File: src/rtl/lsu_pkg.sv
// Shared types and constants for the load/store unit.
// FSM state encoding, funct3 size codes, exception codes, lane helpers.
package lsu_pkg;

  typedef enum logic [2:0] {
    IDLE  = 3'd0,
    CHECK = 3'd1,
    REQ   = 3'd2,
    WAIT  = 3'd3,
    DONE  = 3'd4
  } lsuState_e;

  localparam logic [2:0] F3_B  = 3'b000;
  localparam logic [2:0] F3_H  = 3'b001;
  localparam logic [2:0] F3_W  = 3'b010;
  localparam logic [2:0] F3_BU = 3'b100;
  localparam logic [2:0] F3_HU = 3'b101;

  localparam logic [3:0] EXC_ILLEGAL     = 4'd2;
  localparam logic [3:0] EXC_LD_MISALIGN = 4'd4;
  localparam logic [3:0] EXC_ST_MISALIGN = 4'd6;

  // Byte-lane strobe for a store of size f3[1:0] at byte offset off.
  function automatic logic [3:0] storeStrb(
    input logic [1:0] size,
    input logic [1:0] off
  );
    logic [3:0] s;
    s = 4'b0000;
    unique case (1'b1)
      (size == 2'b00): s = 4'b0001 << off;
      (size == 2'b01): s = off[1] ? 4'b1100 : 4'b0011;
      default:         s = 4'b1111;
    endcase
    return s;
  endfunction

endpackage

File: src/rtl/lsu_mem_access_load_align.sv
// Extracts the addressed byte/half/word from a read word and extends it.
// Ports: rdata (word), off (ea[1:0]), funct3 (size/sign), data (result).
module lsu_load_align
  import lsu_pkg::*;
#(
  parameter int XLEN = 32
) (
  input  logic [XLEN-1:0] rdata,
  input  logic [1:0]      off,
  input  logic [2:0]      funct3,
  output logic [XLEN-1:0] data
);

  logic [XLEN-1:0] lane;

  assign lane = rdata >> {off, 3'b000};

  always_comb begin
    data = '0;
    unique case (1'b1)
      (funct3 == F3_B):  data = {{(XLEN-8){lane[7]}}, lane[7:0]};
      (funct3 == F3_H):  data = {{(XLEN-16){lane[15]}}, lane[15:0]};
      (funct3 == F3_W):  data = lane;
      (funct3 == F3_BU): data = {{(XLEN-8){1'b0}}, lane[7:0]};
      (funct3 == F3_HU): data = {{(XLEN-16){1'b0}}, lane[15:0]};
      default:           data = '0;
    endcase
  end

endmodule

File: src/rtl/lsu_mem_access.sv
// Load/store unit: effective address, legality check, single-outstanding
// memory request, store lane alignment and load extension. Ports: EX
// request (in_*), memory req/resp (mem_*), one-cycle completion (done_*).
module lsu_mem_access
  import lsu_pkg::*;
#(
  parameter int XLEN = 32,
  parameter int RD_W = 5
) (
  input  logic            clk,
  input  logic            rst_n,
  input  logic            in_valid,
  output logic            in_ready,
  input  logic            in_is_store,
  input  logic [2:0]      in_funct3,
  input  logic [XLEN-1:0] in_base,
  input  logic [XLEN-1:0] in_offset,
  input  logic [XLEN-1:0] in_wdata,
  input  logic [RD_W-1:0] in_rd,
  output logic            mem_req_valid,
  input  logic            mem_req_ready,
  output logic [XLEN-1:0] mem_addr,
  output logic            mem_we,
  output logic [3:0]      mem_wstrb,
  output logic [XLEN-1:0] mem_wdata,
  input  logic            mem_rvalid,
  input  logic [XLEN-1:0] mem_rdata,
  output logic            done_valid,
  output logic            done_wen,
  output logic [RD_W-1:0] done_rd,
  output logic [XLEN-1:0] done_data,
  output logic            done_exc,
  output logic [3:0]      done_exc_code
);

  lsuState_e stateQ, stateD;

  logic            isStoreQ;
  logic [2:0]      f3Q;
  logic [XLEN-1:0] eaQ;
  logic [XLEN-1:0] wdataQ;
  logic [RD_W-1:0] rdQ;
  logic            excQ;
  logic [3:0]      excCodeQ;
  logic [XLEN-1:0] resultQ;

  logic            accept;
  logic            illegal;
  logic            misalign;
  logic            inReq;
  logic            inDone;
  logic [3:0]      strb;
  logic [XLEN-1:0] laneData;
  logic [XLEN-1:0] loadData;

  assign in_ready = (stateQ == IDLE);
  assign accept   = in_valid && in_ready;
  assign inReq    = (stateQ == REQ);
  assign inDone   = (stateQ == DONE);

  // Stores only use B/H/W; loads additionally allow BU/HU.
  assign illegal = isStoreQ ? f3Q[2]
                 : (f3Q == 3'b011) || (f3Q[2:1] == 2'b11);

  assign misalign = (f3Q[1:0] == 2'b01) ? eaQ[0]
                  : (f3Q[1:0] == 2'b10) ? (eaQ[1:0] != 2'b00)
                  : 1'b0;

  assign strb = storeStrb(f3Q[1:0], eaQ[1:0]);

  always_comb begin
    laneData = wdataQ;
    unique case (1'b1)
      (f3Q[1:0] == 2'b00): laneData = {4{wdataQ[7:0]}};
      (f3Q[1:0] == 2'b01): laneData = {2{wdataQ[15:0]}};
      default:             laneData = wdataQ;
    endcase
  end

  lsu_load_align #(
    .XLEN(XLEN)
  ) uAlign (
    .rdata (mem_rdata),
    .off   (eaQ[1:0]),
    .funct3(f3Q),
    .data  (loadData)
  );

  always_comb begin
    stateD = stateQ;
    unique case (stateQ)
      IDLE:  if (in_valid) stateD = CHECK;
      CHECK: stateD = (illegal || misalign) ? DONE : REQ;
      REQ:   if (mem_req_ready) stateD = isStoreQ ? DONE : WAIT;
      WAIT:  if (mem_rvalid) stateD = DONE;
      DONE:  stateD = IDLE;
      default: stateD = IDLE;
    endcase
  end

  always_ff @(posedge clk) begin
    if (!rst_n) stateQ <= IDLE;
    else        stateQ <= stateD;
  end

  always_ff @(posedge clk) begin
    if (!rst_n) begin
      isStoreQ <= 1'b0;
      f3Q      <= '0;
      eaQ      <= '0;
      wdataQ   <= '0;
      rdQ      <= '0;
      excQ     <= 1'b0;
      excCodeQ <= '0;
      resultQ  <= '0;
    end else begin
      if (accept) begin
        isStoreQ <= in_is_store;
        f3Q      <= in_funct3;
        eaQ      <= in_base + in_offset;
        wdataQ   <= in_wdata;
        rdQ      <= in_rd;
        excQ     <= 1'b0;
        excCodeQ <= '0;
        resultQ  <= '0;
      end
      if (stateQ == CHECK) begin
        if (illegal) begin
          excQ     <= 1'b1;
          excCodeQ <= EXC_ILLEGAL;
        end else if (misalign) begin
          excQ     <= 1'b1;
          excCodeQ <= isStoreQ ? EXC_ST_MISALIGN
                               : EXC_LD_MISALIGN;
        end
      end
      if (stateQ == WAIT && mem_rvalid) begin
        resultQ <= loadData;
      end
    end
  end

  assign mem_req_valid = inReq;
  assign mem_addr  = inReq ? {eaQ[XLEN-1:2], 2'b00} : '0;
  assign mem_we    = inReq && isStoreQ;
  assign mem_wstrb = (inReq && isStoreQ) ? strb : 4'b0000;
  assign mem_wdata = (inReq && isStoreQ) ? laneData : '0;

  assign done_valid    = inDone;
  assign done_wen      = inDone && !isStoreQ && !excQ
                      && (rdQ != '0);
  assign done_rd       = inDone ? rdQ : '0;
  assign done_data     = inDone ? resultQ : '0;
  assign done_exc      = inDone && excQ;
  assign done_exc_code = inDone ? excCodeQ : 4'd0;

endmodule

File: config.mk
export PLATFORM = sky130hd
export DESIGN_NAME = lsu_mem_access
export DESIGN_NICKNAME = d
export VERILOG_FILES = /design/src/rtl/lsu_pkg.sv /design/src/rtl/lsu_mem_access_load_align.sv /design/src/rtl/lsu_mem_access.sv
export SDC_FILE = /design/constraint.sdc
export NUM_CORES = 1
export LEC_CHECK = 0
export ABC_AREA = 0
export BUFFER_PORTS_ARGS = -buffer_cell sky130_fd_sc_hd__clkbuf_2
export CORE_UTILIZATION = 46
export DETAILED_ROUTE_END_ITERATION = 6
export HOLD_SLACK_MARGIN = 0.15
export PLACE_DENSITY = 0.74
export SYNTH_ARGS = -nofsm -noshare
export SYNTH_HDL_FRONTEND = slang
export SYNTH_SLANG_ARGS = --single-unit
File: constraint.sdc
create_clock -name clk -period 2.96 [get_ports clk]
set_input_delay 0.592 -clock clk [delete_from_list [all_inputs] [get_ports clk]]
set_output_delay 0.592 -clock clk [all_outputs]
set_load 0.05 [all_outputs]
**After elaboration in Yosys (flattened, before gate mapping)**

Cells that the tools add are included.

- Register bits: 113
- Bits in latches: 0
- Memory bits (writable): 0
- Memory bits (read-only): 0
- Input port bits: 142
- Memories: 0

- Add/sub/neg operators: 1
- $mul: 0
- Divide/modulo/power cells: 0
- Order comparisons: 0
- Equal/unequal tests: 15
- Shift-type cells: 2
- Mux-type cells: 30
- Bitwise gates (word level): 0
- Reductions and logical operators: 18

Operator list:

| cell | number |
|---|---|
| 2-to-1 mux 32 bit | 5 |
| one-hot mux 32 bit (5 select lines) | 1 |
| one-hot mux 32 bit (2 select lines) | 1 |
| adder 32 bit | 1 |
| right shift 32 x 5 -> 32 bit | 1 |
| 2-to-1 mux 4 bit | 7 |
| 2-to-1 mux 3 bit | 5 |
| == test 3 x 2 -> 1 bit, second input constant | 4 |
| one-hot mux 3 bit (4 select lines) | 1 |
| == test 3 bit, second input constant | 3 |
| one-hot mux 4 bit (2 select lines) | 1 |
| logical AND 1 bit | 7 |
| 2-to-1 mux 1 bit | 7 |
| == test 3 x 1 -> 1 bit, second input constant | 2 |
| logical NOT 3 bit | 2 |
| != test 2 bit, second input constant | 3 |
| 2-to-1 mux 5 bit | 1 |
| nonzero test 5 bit | 1 |
| == test 2 bit, second input constant | 2 |
| nonzero test 2 bit | 2 |
| left shift 1 x 2 -> 4 bit, first input constant | 1 |
| AND reduction 3 bit | 1 |
| == test 2 x 1 -> 1 bit, second input constant | 1 |
| logical NOT 1 bit | 2 |
| 3 further kinds | 4 |

**Longest topological paths before layout**

- Depth in word-level cells: 6
- Depth in mapped cells: 9
- Gate-level depth less buffers: 8

**Modules after synthesis**

A second synthesis with hierarchy kept.

- Cell total of the unflattened synthesis: 1,007
- Area total of the unflattened synthesis: 7,656.1 µm²

By module, submodules not included:

| module | times used | cells each | area an instance (µm²) | seq. area each (µm²) |
|---|---|---|---|---|
| lsu_mem_access | 1 | 898 | 6,852.8 | 2,262.2 |
| lsu_load_align | 1 | 109 | 803.3 | 0.0 |

**Worst setup path before layout**

No wires, ideal clock.

- Path kind: reg2out
- Start point: reg stateQ[2]
- End point: out done_wen
- Arrival time: 2,687 ps
- Data required time: 2,368 ps
- Setup slack: -319 ps
- Stages on the path, launching flop included: 4
- Path buffers: 1
- Cell sequence: dfxtp_1 > clkbuf_1 > nor3b_1 > nor4b_1

- Word-level cells in the longest chain between the ends: 4

Ends and longest elaborated chain:

| item | RTL line | text |
|---|---|---|
| from (decl) | lsu_mem_access.sv:36 | `lsuState_e stateQ, stateD;` |
| from (signal assigned) | lsu_mem_access.sv:103 | `else stateQ <= stateD;` |
| == test 3 bit | lsu_mem_access.sv:59 | `assign inDone = (stateQ == DONE);` |
| logical AND 1 bit (2 in series) | lsu_mem_access.sv:150 | `assign done_wen = inDone && !isStoreQ && !excQ` |
| logical AND 1 bit | lsu_mem_access.sv:151 | `&& (rdQ != '0);` |
| to (decl) | lsu_mem_access.sv:29 | `output logic done_wen,` |

No other way between the ends.

**Worst setup path after layout**

- Start point: reg stateQ[1]
- End point: out mem_wdata[13]

- Word-level cells in the longest chain between the ends: 3

Ends and longest elaborated chain:

| item | RTL line | text |
|---|---|---|
| == test 3 x 2 -> 1 bit | lsu_mem_access.sv:58 | `assign inReq = (stateQ == REQ);` |
| logical AND 1 bit | lsu_mem_access.sv:147 | `assign mem_wdata = (inReq && isStoreQ) ? laneData : '0;` |
| 2-to-1 mux 32 bit | lsu_mem_access.sv:147 |  |
| to (decl) | lsu_mem_access.sv:25 | `output logic [XLEN-1:0] mem_wdata,` |

No other way between the ends.

==> metrics <==
Util after Layout=60.6%; Buffers on Ports=254; Sequential cell area=2260 um2; antenna violations before repair=0; DIE HEIGHT=131 um; Data arrival, critical path=2.08 ns; post-cts sizing count=0; hold_sp=in_wdata[23]; DR top layer=met4; Leakage Power=4.31 nW; Mapped Cells=1,067; flops & latches, synth=113; worst min path class=primary input to register; Routability Congestion=0.965; Syn-to-layout area delta=26.9%; Worst R2R Path Depth=6; number of diodes=0; Comb pwr share=31.4%; max-cap violations=0; sequential-to-total area share from yosys stat=29.4%; most area-hungry cell type in the Yosys netlist=dfxtp_1; FILL cells=1,552; WHS Endpoint=wdataQ[23]; reg2reg setup slack=0.60 ns; largest net degree at the start of global routing=54; vias per inst=5.65; io pins=257; worst endpoint required time=2.37 ns; Avg Inst Size Synth=7.21 um2; number of enable flip-flop cells after synthesis=0; Net Sw Power=2.06 mW; unrepaired setup endpoints after global routing=false; top_reg_cell synth=dfxtp_1; crit start category=register; largest fanout on the critical path=30; YS warnings=0; hold_buf cts=0; Worst Skew=0.00753 ns; drc violations=0; Via Count=8,601; reg2reg start=eaQ[1]; grt total ovfl=0; DR WL/cell=16.3 um; Yosys top cell area share=29.4%; final count of negative-setup-slack endpoints=0; met2 routed wirelength=11,500 um; most area-consuming cells after synthesis=dfxtp_1, nand2_1, a21oi_1; Worst-Skew Late Latency=0.42 ns; Reg power frac=32.6%; Initial DRT Pass Iterations=5; setup bufs post-CTS=0; Starting Density=47.8%; Max IR drop VDD=0.416 mV; Final nets=1,466; initial DRC count=537; synth unique cells=72; CTS Buf Count=17; Multi-input gate area=5090 um2; fin crit period=2.67 ns; Setup crit start=stateQ[1]; final wirelength=24,900 um; Pwr per Cell Area=581 nW/um2; post-synthesis cell area=7700 um2; fmax=374 MHz; leading cell type in the layout, fill and taps excluded=clkbuf_2; Global Route Usage Sum=28.4%; leading cell types in the layout, fill and taps excluded=clkbuf_2, nand2_1, a21oi_1; final antenna-violating net count=0; Async S/R FF share, synth=0%; status=completed; Slew headroom=38.6%; Clock Path Buffers=2; Worst Hold Path Cells=3; CTS tree=yes; Clock Power Share=36.0%; Sw Share=36.3%; end of the worst register-to-register path=resultQ[18]; fin. max-slew vios=0; DIE AREA=17,300 um2; clock sinks=113; chip width=131 um; vias in the first global route=7,721; proportion of layout cells with a drive suffix above 1=25.9%; first-pass GRT wire length=39,500 um; Worst setup EP type=output pin; CTS H-tree depth=4; Post-DP HPWL=18,400 um; Worst-path clk slew=0.06 ns; final hold vios=0; setup TNS=0 ns; clk root buf=clkbuf_16; slew at the pin closest to its max-slew limit=0.918 ns; period utilisation layout=90.3%; Cell Int Power=3.61 mW; critical path class=register to output pin; Core Rows=46; M1 WL=10,800 um; Core ar.=16,100 um2; met3 routed WL=1910 um
[cell type report]
cell class                      instances  share of cell area [%]
Multi-Input combinational cell        863                    52.2
Sequential cell                       113                    23.2
Timing Repair Buffer                  285                    15.4
Clock buffer                           19                    4.64
Tap cell                              216                    2.77
Clock inverter                         13                    1.40
Inverter                               12                   0.461
[power by group through the flow]
stage	Clock [mW]	Sequential [mW]	Combinational [mW]
2_1_floorplan	0	1.80	1.29
3_3_place_gp	0	1.87	1.73
3_5_place_dp	0	1.87	1.75
4_1_cts	2.06	1.84	1.76
5_1_grt	2.13	1.87	1.95
6_report	2.04	1.85	1.78
[registers in the layout, summed over array words and instances (netlist names)]
register,cells
eaQ,32
resultQ,32
wdataQ,32
rdQ,5
excCodeQ,4
f3Q,3
stateQ,3
excQ,1
isStoreQ,1
[layer usage]
| metal | vias up | GRT usage (%) |
|---|---|---|
| li1 | 4191 | - |
| met1 | 3977 | 36.3 |
| met2 | 388 | 45.9 |
| met3 | 45 | 7.06 |
| met4 | 0 | 11.1 |
| met5 | - | 0 |
[synth_stat cells (3+ instances only)]
| library cell | count |
|---|---|
| or3_1 | 9 |
| a21oi_1 | 131 |
| nand2b_1 | 6 |
| clkbuf_1 | 64 |
| a21o_1 | 12 |
| buf_2 | 10 |
| o22ai_1 | 5 |
| a2bb2oi_1 | 8 |
| nand4_1 | 9 |
| a221oi_1 | 3 |
| a32oi_1 | 7 |
| nand2_1 | 191 |
| a31oi_1 | 8 |
| a2111oi_0 | 3 |
| and3_1 | 17 |
| and2_1 | 88 |
| o21ai_0 | 55 |
| o211ai_1 | 11 |
| nand3_1 | 23 |
| a211o_1 | 8 |
| nor3_1 | 14 |
| inv_1 | 11 |
| or4_1 | 4 |
| or2_2 | 4 |
| nor2b_1 | 15 |
| xor2_1 | 3 |
| o21a_1 | 10 |
| o2111ai_1 | 3 |
| xnor2_1 | 11 |
| nor3b_1 | 4 |
| mux2i_1 | 36 |
| ha_1 | 31 |
| buf_1 | 4 |
| a211oi_1 | 4 |
| nor2_1 | 84 |
| dfxtp_1 | 113 |
[logic make-up after synthesis]
group           after synthesis  synth area share, %
xor+xnor                     14                 1.59
compound gates              304                 24.8
other cells                   1               0.0487
fa+ha+maj                    32                 5.30
buf+inv                      92                 4.75
simple gates                474                 29.3
flops                       113                 29.4
mux                          37                 4.83
[how the worst max path moves through the flow]
stage,to,slack [ns]
5_1_grt,mem_wdata[13],0.14
4_1_cts,mem_wdata[13],0.29
3_5_place_dp,eaQ[24],0.15
3_3_place_gp,eaQ[24],0.19
6_report,mem_wdata[13],0.29
2_1_floorplan,mem_wstrb[3],0.21
[worst max-delay path, cell delays in order, from the launching register on]
cell and delay (ns):
dfxtp_1 0.50, nand2b_1 0.16, nor2_2 0.15, nand2_1 0.07, buf_4 0.24, a21oi_1 0.23
clkbuf_2 0.32
[metrics by stage]
step | worst slack [ns] | instance area (um2) | cells | hold WS, ns | power (mW)
2_1_floorplan | 0.206 | 7710 | 1068 | 0.417 | 3.09
3_3_place_gp | 0.192 | 9180 | 1489 | 0.434 | 3.60
3_5_place_dp | 0.147 | 9180 | 1489 | 0.443 | 3.62
4_1_cts | 0.288 | 9770 | 1521 | 0.384 | 5.67
5_1_grt | 0.136 | 9770 | 1521 | 0.391 | 5.95
6_report | 0.287 | 9770 | 1521 | 0.391 | 5.67
No activity file was read; power rests on OpenSTA's default activity.
